--- src/rtl/mem_access_if.sv ---
// mem_access_if: request/response and memory-side bus bundle for mem_access_unit
// Request side:  req_valid/req_ready handshake, req_write, req_funct3, req_addr, req_wdata
// Response side: resp_valid pulse, resp_rdata, resp_error
// Memory side:   mem_read/mem_write strobes, mem_address, mem_wdata, mem_byte_enable, mem_rdata, mem_resp
// slave modport is the unit itself; master is the requester plus memory model
interface mem_access_if #(parameter int XLEN = 32);
  logic req_valid;
  logic req_ready;
  logic req_write;
  logic [2:0] req_funct3;
  logic [XLEN-1:0] req_addr;
  logic [XLEN-1:0] req_wdata;
  logic resp_valid;
  logic [XLEN-1:0] resp_rdata;
  logic [1:0] resp_error;
  logic mem_read;
  logic mem_write;
  logic [XLEN-1:0] mem_address;
  logic [XLEN-1:0] mem_wdata;
  logic [XLEN/8-1:0] mem_byte_enable;
  logic [XLEN-1:0] mem_rdata;
  logic mem_resp;
  modport master (
    output req_valid, req_write, req_funct3, req_addr, req_wdata, mem_rdata, mem_resp,
    input  req_ready, resp_valid, resp_rdata, resp_error,
    input  mem_read, mem_write, mem_address, mem_wdata, mem_byte_enable
  );
  modport slave (
    input  req_valid, req_write, req_funct3, req_addr, req_wdata, mem_rdata, mem_resp,
    output req_ready, resp_valid, resp_rdata, resp_error,
    output mem_read, mem_write, mem_address, mem_wdata, mem_byte_enable
  );
endinterface

--- src/rtl/mem_access_unit.sv ---
// mem_access_unit: RISC-V style load/store unit with alignment/funct3 checks, lane steering and optional timeout
// Ports: clk (rising edge), rst (async active-high), bus (mem_access_if.slave: request, response and memory bus)
// Parameters: XLEN (32 or 64), TIMEOUT (max ACCESS cycles waiting for mem_resp, 0 = wait forever)
module mem_access_unit #(
  parameter int XLEN = 32,
  parameter int TIMEOUT = 0
) (
  input logic clk,
  input logic rst,
  mem_access_if.slave bus
);
  localparam int BW = XLEN / 8;
  localparam int OW = $clog2(BW);
  typedef enum logic [1:0] {IDLE, ACCESS, RESP} state_t;
  state_t state, state_n;
  logic [2:0] f3_q;
  logic wr_q;
  logic [OW-1:0] off_q;
  logic [31:0] cnt;
  logic [1:0] sz;
  logic legal;
  logic misal;
  logic [1:0] err;
  logic timed_out;
  logic [BW-1:0] be_base;
  logic [XLEN-1:0] rep;
  logic [XLEN-1:0] shifted;
  logic [XLEN-1:0] ext;
  always_comb begin
    sz = bus.req_funct3[1:0];
    legal = bus.req_write
      ? !bus.req_funct3[2] && (sz != 2'd3 || XLEN == 64)
      : bus.req_funct3 != 3'b111 && ((bus.req_funct3 != 3'b011 && bus.req_funct3 != 3'b110) || XLEN == 64);
    misal = (bus.req_addr[2:0] & ((3'b001 << sz) - 3'b001)) != 3'b000;
    err = !legal ? 2'b10 : misal ? 2'b01 : 2'b00;
    be_base = sz == 2'd0 ? BW'(1) : sz == 2'd1 ? BW'(3) : sz == 2'd2 ? BW'(15) : BW'(255);
    rep = sz == 2'd0 ? {BW{bus.req_wdata[7:0]}}
        : sz == 2'd1 ? {(BW/2){bus.req_wdata[15:0]}}
        : sz == 2'd2 ? {(BW/4){bus.req_wdata[31:0]}} : bus.req_wdata;
    shifted = bus.mem_rdata >> {off_q, 3'b000};
    // funct3[2] selects zero extension; the size casts of signed slices sign-extend
    ext = f3_q == 3'b000 ? XLEN'($signed(shifted[7:0]))
        : f3_q == 3'b001 ? XLEN'($signed(shifted[15:0]))
        : f3_q == 3'b010 ? XLEN'($signed(shifted[31:0]))
        : f3_q == 3'b100 ? XLEN'(shifted[7:0])
        : f3_q == 3'b101 ? XLEN'(shifted[15:0])
        : f3_q == 3'b110 ? XLEN'(shifted[31:0]) : shifted;
    timed_out = TIMEOUT != 0 && cnt == 32'(TIMEOUT - 1);
  end
  always_ff @(posedge clk or posedge rst)
    if (rst) state <= IDLE;
    else state <= state_n;
  always_comb begin
    state_n = state == IDLE ? (bus.req_valid ? (err != 2'b00 ? RESP : ACCESS) : IDLE)
            : state == ACCESS ? (bus.mem_resp || timed_out ? RESP : ACCESS) : IDLE;
  end
  always_comb begin
    bus.req_ready = state == IDLE;
    bus.resp_valid = state == RESP;
    bus.mem_read = state == ACCESS && !wr_q;
    bus.mem_write = state == ACCESS && wr_q;
  end
  // mem_resp wins over a timeout firing in the same cycle
  always_ff @(posedge clk or posedge rst)
    if (rst) begin
      f3_q <= 3'b000;
      wr_q <= 1'b0;
      off_q <= '0;
      cnt <= '0;
      bus.mem_address <= '0;
      bus.mem_wdata <= '0;
      bus.mem_byte_enable <= '0;
      bus.resp_rdata <= '0;
      bus.resp_error <= 2'b00;
    end else if (state == IDLE && bus.req_valid) begin
      f3_q <= bus.req_funct3;
      wr_q <= bus.req_write;
      off_q <= bus.req_addr[OW-1:0];
      cnt <= '0;
      bus.mem_address <= bus.req_addr & ~XLEN'(BW - 1);
      bus.mem_byte_enable <= be_base << bus.req_addr[OW-1:0];
      bus.mem_wdata <= bus.req_write ? rep : '0;
      if (err != 2'b00) begin
        bus.resp_rdata <= '0;
        bus.resp_error <= err;
      end
    end else if (state == ACCESS) begin
      if (bus.mem_resp) begin
        bus.resp_rdata <= wr_q ? '0 : ext;
        bus.resp_error <= 2'b00;
      end else if (timed_out) begin
        bus.resp_rdata <= '0;
        bus.resp_error <= 2'b11;
      end else cnt <= cnt + 32'd1;
    end
endmodule

--- src/flat_wrapper.sv ---
// flat-port wrapper written by rule: the top's interface ports become plain ports
module mem_access_unit_flat 
#(
  parameter int XLEN = 32,
  parameter int TIMEOUT = 0
)
  (clk, rst, bus_req_valid, bus_req_write, bus_req_funct3, bus_req_addr, bus_req_wdata, bus_mem_rdata, bus_mem_resp, bus_req_ready, bus_resp_valid, bus_resp_rdata, bus_resp_error, bus_mem_read, bus_mem_write, bus_mem_address, bus_mem_wdata, bus_mem_byte_enable);
  mem_access_if #(.XLEN(XLEN)) bus_i ();
  input logic clk;
  input logic rst;
  input wire logic [$bits(bus_i.req_valid)-1:0] bus_req_valid;
  input wire logic [$bits(bus_i.req_write)-1:0] bus_req_write;
  input wire logic [$bits(bus_i.req_funct3)-1:0] bus_req_funct3;
  input wire logic [$bits(bus_i.req_addr)-1:0] bus_req_addr;
  input wire logic [$bits(bus_i.req_wdata)-1:0] bus_req_wdata;
  input wire logic [$bits(bus_i.mem_rdata)-1:0] bus_mem_rdata;
  input wire logic [$bits(bus_i.mem_resp)-1:0] bus_mem_resp;
  output wire logic [$bits(bus_i.req_ready)-1:0] bus_req_ready;
  output wire logic [$bits(bus_i.resp_valid)-1:0] bus_resp_valid;
  output wire logic [$bits(bus_i.resp_rdata)-1:0] bus_resp_rdata;
  output wire logic [$bits(bus_i.resp_error)-1:0] bus_resp_error;
  output wire logic [$bits(bus_i.mem_read)-1:0] bus_mem_read;
  output wire logic [$bits(bus_i.mem_write)-1:0] bus_mem_write;
  output wire logic [$bits(bus_i.mem_address)-1:0] bus_mem_address;
  output wire logic [$bits(bus_i.mem_wdata)-1:0] bus_mem_wdata;
  output wire logic [$bits(bus_i.mem_byte_enable)-1:0] bus_mem_byte_enable;
  assign bus_i.req_valid = bus_req_valid;
  assign bus_i.req_write = bus_req_write;
  assign bus_i.req_funct3 = bus_req_funct3;
  assign bus_i.req_addr = bus_req_addr;
  assign bus_i.req_wdata = bus_req_wdata;
  assign bus_i.mem_rdata = bus_mem_rdata;
  assign bus_i.mem_resp = bus_mem_resp;
  assign bus_req_ready = bus_i.req_ready;
  assign bus_resp_valid = bus_i.resp_valid;
  assign bus_resp_rdata = bus_i.resp_rdata;
  assign bus_resp_error = bus_i.resp_error;
  assign bus_mem_read = bus_i.mem_read;
  assign bus_mem_write = bus_i.mem_write;
  assign bus_mem_address = bus_i.mem_address;
  assign bus_mem_wdata = bus_i.mem_wdata;
  assign bus_mem_byte_enable = bus_i.mem_byte_enable;
  mem_access_unit #(.XLEN(XLEN), .TIMEOUT(TIMEOUT)) u_core (.clk(clk), .rst(rst), .bus(bus_i));
endmodule
--- config.mk ---
export PLATFORM = sky130hd
export DESIGN_NAME = mem_access_unit_flat
export DESIGN_NICKNAME = d
export VERILOG_FILES = /design/src/rtl/mem_access_if.sv /design/src/rtl/mem_access_unit.sv /design/src/flat_wrapper.sv
export SDC_FILE = /design/constraint.sdc
export NUM_CORES = 1
export LEC_CHECK = 0
export CAP_MARGIN = 20
export CORE_MARGIN = 4
export CORE_UTILIZATION = 40
export DETAILED_ROUTE_END_ITERATION = 7
export MAX_ROUTING_LAYER = met4
export PLACE_DENSITY = 0.79
export SLEW_MARGIN = 20
export SYNTH_ARGS = -nofsm -noshare
export SYNTH_HDL_FRONTEND = slang
export SYNTH_SLANG_ARGS = --single-unit
--- constraint.sdc ---
create_clock -name clk -period 3.72 [get_ports clk]
set_clock_uncertainty 0.15 [all_clocks]
set_input_delay 0.744 -clock clk [delete_from_list [all_inputs] [get_ports clk]]
set_output_delay 0.744 -clock clk [all_outputs]
set_load 0.01 [all_outputs]
==> impl_metrics.tcl, run 1 <==
set metrics [dict create \
    status "finished, final reports clean" \
    clockRootBuffer "clkbuf_16" \
    setup-violations-final 0 \
    hold_start "u_core.bus.mem_wdata[5]" \
    switching_share_pct 34.5 \
    fin_nets 865 \
    vias 4998 \
    cts_tree "yes" \
    clkPwrFrac_pct 19.7 \
    rows 42 \
    vdd_drop_max_mv 0.297 \
    gp_congestion 0.878 \
    endpoint_kind "register" \
    met3_usage_pct 4.41 \
    routedWlPerCell_um 17.1 \
    power.internal_w 0.00300 \
    use_met1_pct 27.4 \
    antenna_found_initial 0 \
    coreArea_sq_um 13200 \
    crit_start "bus_req_funct3[1]" \
    clock_latency_ns 0.34 \
    yosys_register_bits 108 \
    grt_pass1_vias 4979 \
    syn_area_per_cell_sq_um 9.30 \
    final_common_cell "clkdlybuf4s50_1" \
    cellLeakagePower_nw 3.45 \
    max_freq_mhz 328 \
    synth_cell_type_count 40 \
    start_util_pct 40.6 \
    synth_top_cell_area_share_pct 50.4 \
    critical_path_class "input port to register" \
    dieHeight_um 124 \
    drc 0 \
    slew_headroom_pct 39.8 \
    grt_pass1_wl_mm 25.4 \
    cts_sinks 108 \
    fp.dieW_um 124 \
    top_usage_layer "met2" \
    drt-vias-per-instance 5.31 \
    mappedNetlistArea_sq_um 5360 \
    path_clk_slew_ns 0.07 \
    synth-edff-count 0 \
    async_reset_ff_share_pct 100 \
    fin_cells 941 \
    drive_gt1_share_pct 5.49 \
    final_cell_mix "clkdlybuf4s50_1 (207), nand2_1 (146), dfrtp_1 (108), mux2i_1 (40), o211ai_1 (35)" \
    port_buffers 207 \
    pwr-share-seq_pct 37.6 \
    period_minus_slack_ns 3.05 \
    critPathRequiredTime_ns 3.80 \
    htreeDepth 3 \
    antenna_cells 0 \
    dr.pass1.iters 5 \
    dp_cells 925 \
    p_sw_w 0.00158 \
    ys_warn_count 0 \
    hold_violations 0 \
    hold_path_class "register to register" \
    drt_iter0_drc 374 \
    area_growth_pct 46.8 \
    cap_violations 0 \
    post_cts_resized 0 \
    place_hpwl_mm 12.0 \
    hold_buffers 0 \
    yosysSeqAreaShare_pct 50.4 \
    crit_path_max_fanout 35 \
    fillers 1124 \
    placed_area_sq_um 7590 \
    clockBufferDepth 2 \
    hold_ws_ns 0.325 \
    critPathLaunchType "input port" \
    pwr-share-comb_pct 42.6 \
    grt_max_degree 109 \
    grt_setup_unrepaired "no" \
    dieArea_sq_um 15300 \
    maxSlewViolCount 0 \
    cp.arrival_ns 3.13 \
    post-route-period-util_pct 81.9 \
    grt_overflow 0 \
    synth_flop_cell "dfrtp_1" \
    cts_buffers 9 \
    design_area_sq_um 7870 \
    yosys.area.top_type "dfrtp_1" \
    wl_mm 16.1 \
    power_density_nw_per_um2 583 \
    r2r-start "u_core.off_q[0]" \
    setup_tns_ns 0 \
    grtUsageMet2_pct 35.9 \
    postCtsSetupBuffers 0 \
    ant_nets 0 \
    ios 210 \
    grt_usage_pct 21.8 \
    ys_top_cells_by_area "dfrtp_1 (50%), nand2_1 (10%), mux2i_1 (7.5%), o211ai_1 (4.9%), o31ai_1 (2.5%)" \
    syn_inst 576 \
    worst_slew_pin_slew_ns 0.900 \
]
-- final timing paths --
path                       cells after the start  slack [ns]                    endpoint
min in group asynchronous                      3        0.73   u_core.bus.mem_address[9]
hold / removal                                 2        0.32     u_core.bus.mem_wdata[5]
max in group asynchronous                      3        2.21  u_core.bus.mem_address[23]
hold reg to reg                                2        0.32     u_core.bus.mem_wdata[5]
setup reg to reg                               5        1.52   u_core.bus.resp_rdata[26]
setup / recovery                               9        0.67    u_core.bus.resp_rdata[6]
-- worst max-delay path: stages --
cell	delay [ns]
clkdlybuf4s50_1	0.60
nor2_1	0.23
inv_1	0.06
ha_1	0.27
inv_1	0.04
a222oi_1	0.40
o21a_1	0.21
buf_12	0.22
mux2_1	0.34
-- through the flow --
stage,worst slack [ns],total power [W],utilization [%]
after floorplan,0.166,0.00268,-
after global placement,0.436,0.00365,57.5
after detailed placement,0.364,0.00371,57.5
after CTS,0.719,0.00463,59.6
after global routing,0.475,0.00488,59.6
final,0.674,0.00458,59.6
-- metal layers --
metal / vias up / routed length [um]
met5: - / 0
met3: 16 / 1090
li1: 2368 / -
met1: 2447 / 6750
met4: 0 / 197
met2: 167 / 8060
-- registers in the layout, indices dropped and copies added (netlist names) --
signal / cells
u_core.bus.mem_wdata: 32
u_core.bus.resp_rdata: 32
u_core.bus.mem_address: 30
u_core.bus.mem_byte_enable: 4
u_core.f3_q: 3
u_core.bus.resp_error: 2
u_core.off_q: 2
u_core.state: 2
u_core.wr_q: 1
-- power groups by stage --
stage | clock (W) | combinational [W] | sequential [W]
after floorplan | 0 | 0.000831 | 0.00185
after global placement | 0 | 0.00192 | 0.00173
after detailed placement | 0 | 0.00196 | 0.00174
after CTS | 0.000927 | 0.00197 | 0.00173
after global routing | 0.000987 | 0.00213 | 0.00177
final | 0.000904 | 0.00195 | 0.00173
-- final cells by class --
cell class | count | area (sq um) | share of cell area (%)
clock buffers | 13 | 260 | 3.31
clock inverters | 3 | 18.8 | 0.239
inverters | 7 | 30.0 | 0.382
multi-input cells | 410 | 2410 | 30.6
flip-flops and latches | 108 | 2700 | 34.4
well taps | 176 | 220 | 2.80
repair buffers | 224 | 2220 | 28.3
-- kinds of logic after synthesis --
kind of cell	count (synthesis)	synth area share [%]
and+or+nand+nor	221	17.3
AOI/OAI and AO/OA	138	17.7
DFF	108	50.4
buffers and inverters	59	4.79
muxes	48	9.50
adders and majority gates	1	0.233
other	1	0.0700
-- synth_stat cells, drive strengths merged, types with 2 or more instances --
cell	count
a22o	8
inv	7
or2	2
nand3b	8
nand2	146
o211ai	35
a211oi	14
nor3	2
o21ai	28
mux2i	40
a22oi	8
buf	18
nand2b	3
dfrtp	108
nor2b	8
o31ai	19
clkbuf	34
nor2	33
o2bb2ai	2
mux2	7
nand3	17
a21o	2
a21oi	17
No activity file was read; power rests on OpenSTA's default activity.
==> run 2: changes to the inputs <==
--- a/config.mk
+++ b/config.mk
@@ -7,10 +7,10 @@
 export LEC_CHECK = 0
 export CAP_MARGIN = 20
 export CORE_MARGIN = 4
-export CORE_UTILIZATION = 40
+export CORE_UTILIZATION = 44
 export DETAILED_ROUTE_END_ITERATION = 7
 export MAX_ROUTING_LAYER = met4
-export PLACE_DENSITY = 0.79
+export PLACE_DENSITY = 0.83
 export SLEW_MARGIN = 20
 export SYNTH_ARGS = -nofsm -noshare
 export SYNTH_HDL_FRONTEND = slang
==> constraint.sdc (replaced) <==
create_clock -name clk -period 3.05 [get_ports clk]
set_clock_uncertainty 0.15 [all_clocks]
set_input_delay 0.61 -clock clk [delete_from_list [all_inputs] [get_ports clk]]
set_output_delay 0.61 -clock clk [all_outputs]
set_load 0.01 [all_outputs]
==> impl_metrics.tcl, run 2 (synthesis results as in run 1) <==
set metrics [dict create \
    hold_violations 0 \
    dieArea_sq_um 14000 \
    port_buffers 207 \
    pwr-share-comb_pct 42.3 \
    critPathRequiredTime_ns 3.11 \
    ant_nets 0 \
    final_cell_mix "clkdlybuf4s50_1 (207), nand2_1 (146), dfrtp_1 (108), mux2i_1 (40), o211ai_1 (35)" \
    final_common_cell "clkdlybuf4s50_1" \
    power.internal_w 0.00373 \
    place_hpwl_mm 12.5 \
    dr.pass1.iters 5 \
    drt_iter0_drc 431 \
    wl_mm 16.6 \
    whs_path_depth 2 \
    status "finished, final reports clean" \
    setup-violations-final 0 \
    critPathLaunchType "input port" \
    path_clk_slew_ns 0.07 \
    power_density_nw_per_um2 720 \
    final_core_util_pct 65.9 \
    grt_usage_pct 24.1 \
    fp.dieW_um 118 \
    p_sw_w 0.00195 \
    routedWlPerCell_um 18.2 \
    cellLeakagePower_nw 3.48 \
    largest_registers "u_core.bus.mem_wdata x32, u_core.bus.resp_rdata x32, u_core.bus.mem_address x30" \
    drive_gt1_share_pct 5.86 \
    grt_pass1_wl_mm 26.6 \
    max_freq_mhz 380 \
    coreArea_sq_um 12000 \
    cp.arrival_ns 2.69 \
    vdd_drop_max_mv 0.288 \
    hold_buffers 0 \
    antenna_cells 0 \
    cts_sinks 108 \
    area_growth_pct 47.2 \
    start_util_pct 44.8 \
    rows 40 \
    dp_cells 900 \
    cap_violations 0 \
    postCtsSetupBuffers 0 \
    vias 5114 \
    fin_cells 915 \
    period_minus_slack_ns 2.63 \
    switching_share_pct 34.3 \
    gp_congestion 0.903 \
    post-route-period-util_pct 86.2 \
    worst_slew_pin_slew_ns 1.04 \
    drc 0 \
    grt_setup_unrepaired "no" \
    hold_path_class "register to register" \
    pwr-share-seq_pct 37.4 \
    grt_max_degree 74 \
    antenna_found_initial 0 \
    post_cts_resized 0 \
    slew_headroom_pct 30.7 \
    setup_tns_ns 0 \
    clockBufferDepth 2 \
    dieHeight_um 118 \
    critical_path_class "input port to register" \
    clock_latency_ns 0.34 \
    grt_pass1_vias 5240 \
    reg2reg_depth 6 \
    fin_nets 869 \
    cts_tree "yes" \
    drt-vias-per-instance 5.59 \
    grt_overflow 0 \
    crit_path_max_fanout 12 \
    endpoint_kind "register" \
    cts_buffers 9 \
    ios 210 \
    clkPwrFrac_pct 20.2 \
    htreeDepth 3 \
    maxSlewViolCount 0 \
    clockRootBuffer "clkbuf_16" \
]
## run 2: cell types whose count changed in the layout (fill, tap and decap cells not counted)
cell / delta
bufinv_16: +1
clkbuf_8: -1
inv_6: -1
clkinv_2: -1
nor2_1: -1
clkbuf_1: +1
buf_12: +1
nor2_4: +1
buf_4: +3
## run 2: power groups by stage
stage,logic [W],registers (W),clock network (W)
after floorplan,0.00102,0.00225,0
after global placement,0.00234,0.00212,0
after detailed placement,0.00241,0.00214,0
after CTS,0.00242,0.00213,0.00117
after global routing,0.00259,0.00217,0.00124
final,0.00240,0.00213,0.00115
## run 2: metal layers
layer / up-vias / share of wire [%] / track usage, %
met3: 33 / 7.4 / 5.36
met1: 2468 / 40 / 29.4
met2: 240 / 50 / 39.7
li1: 2373 / - / -
met5: - / 0 / -
met4: 0 / 2.2 / 8.28
## run 2: path summary, 6_finish.rpt
path | start | end | slack, ns
worst max-delay path | bus_req_funct3[0] | u_core.bus.resp_rdata[5] | 0.42
worst max register to register | u_core.state[0] | u_core.bus.resp_rdata[18] | 0.80
worst min register to register | u_core.bus.mem_wdata[6] | u_core.bus.mem_wdata[6] | 0.32
worst min-delay path | u_core.bus.mem_wdata[6] | u_core.bus.mem_wdata[6] | 0.32
min in group asynchronous | rst | u_core.bus.mem_address[9] | 0.58
max in group asynchronous | rst | u_core.bus.resp_rdata[22] | 1.83
## run 2: final cells by class
type,instances,area (sq um)
fillers,952,4070
flip-flops and latches,108,2700
multi-input cells,410,2420
repair buffers,228,2270
clock buffers,13,250
well taps,147,184
clock inverters,2,35.0
inverters,7,30.0
## run 2: per-stage QoR
stage / hold slack [ns] / setup slack [ns] / total power (W) / cell area (sq um)
finish: 0.319 / 0.420 / 0.00568 / 7890
global route: 0.341 / 0.318 / 0.00600 / 7890
global placement: 0.301 / 0.139 / 0.00446 / 7600
detailed placement: 0.307 / 0.0867 / 0.00455 / 7600
floorplan: 0.334 / 0.00520 / 0.00327 / 5380
CTS: 0.322 / 0.430 / 0.00572 / 7890
## run 2: critical path, stage by stage
cell	delay, ns
clkdlybuf4s50_1	0.51
nor2_4	0.15
inv_1	0.05
ha_1	0.27
inv_1	0.04
a222oi_1	0.37
o21a_1	0.21
buf_12	0.15
mux2_1	0.34
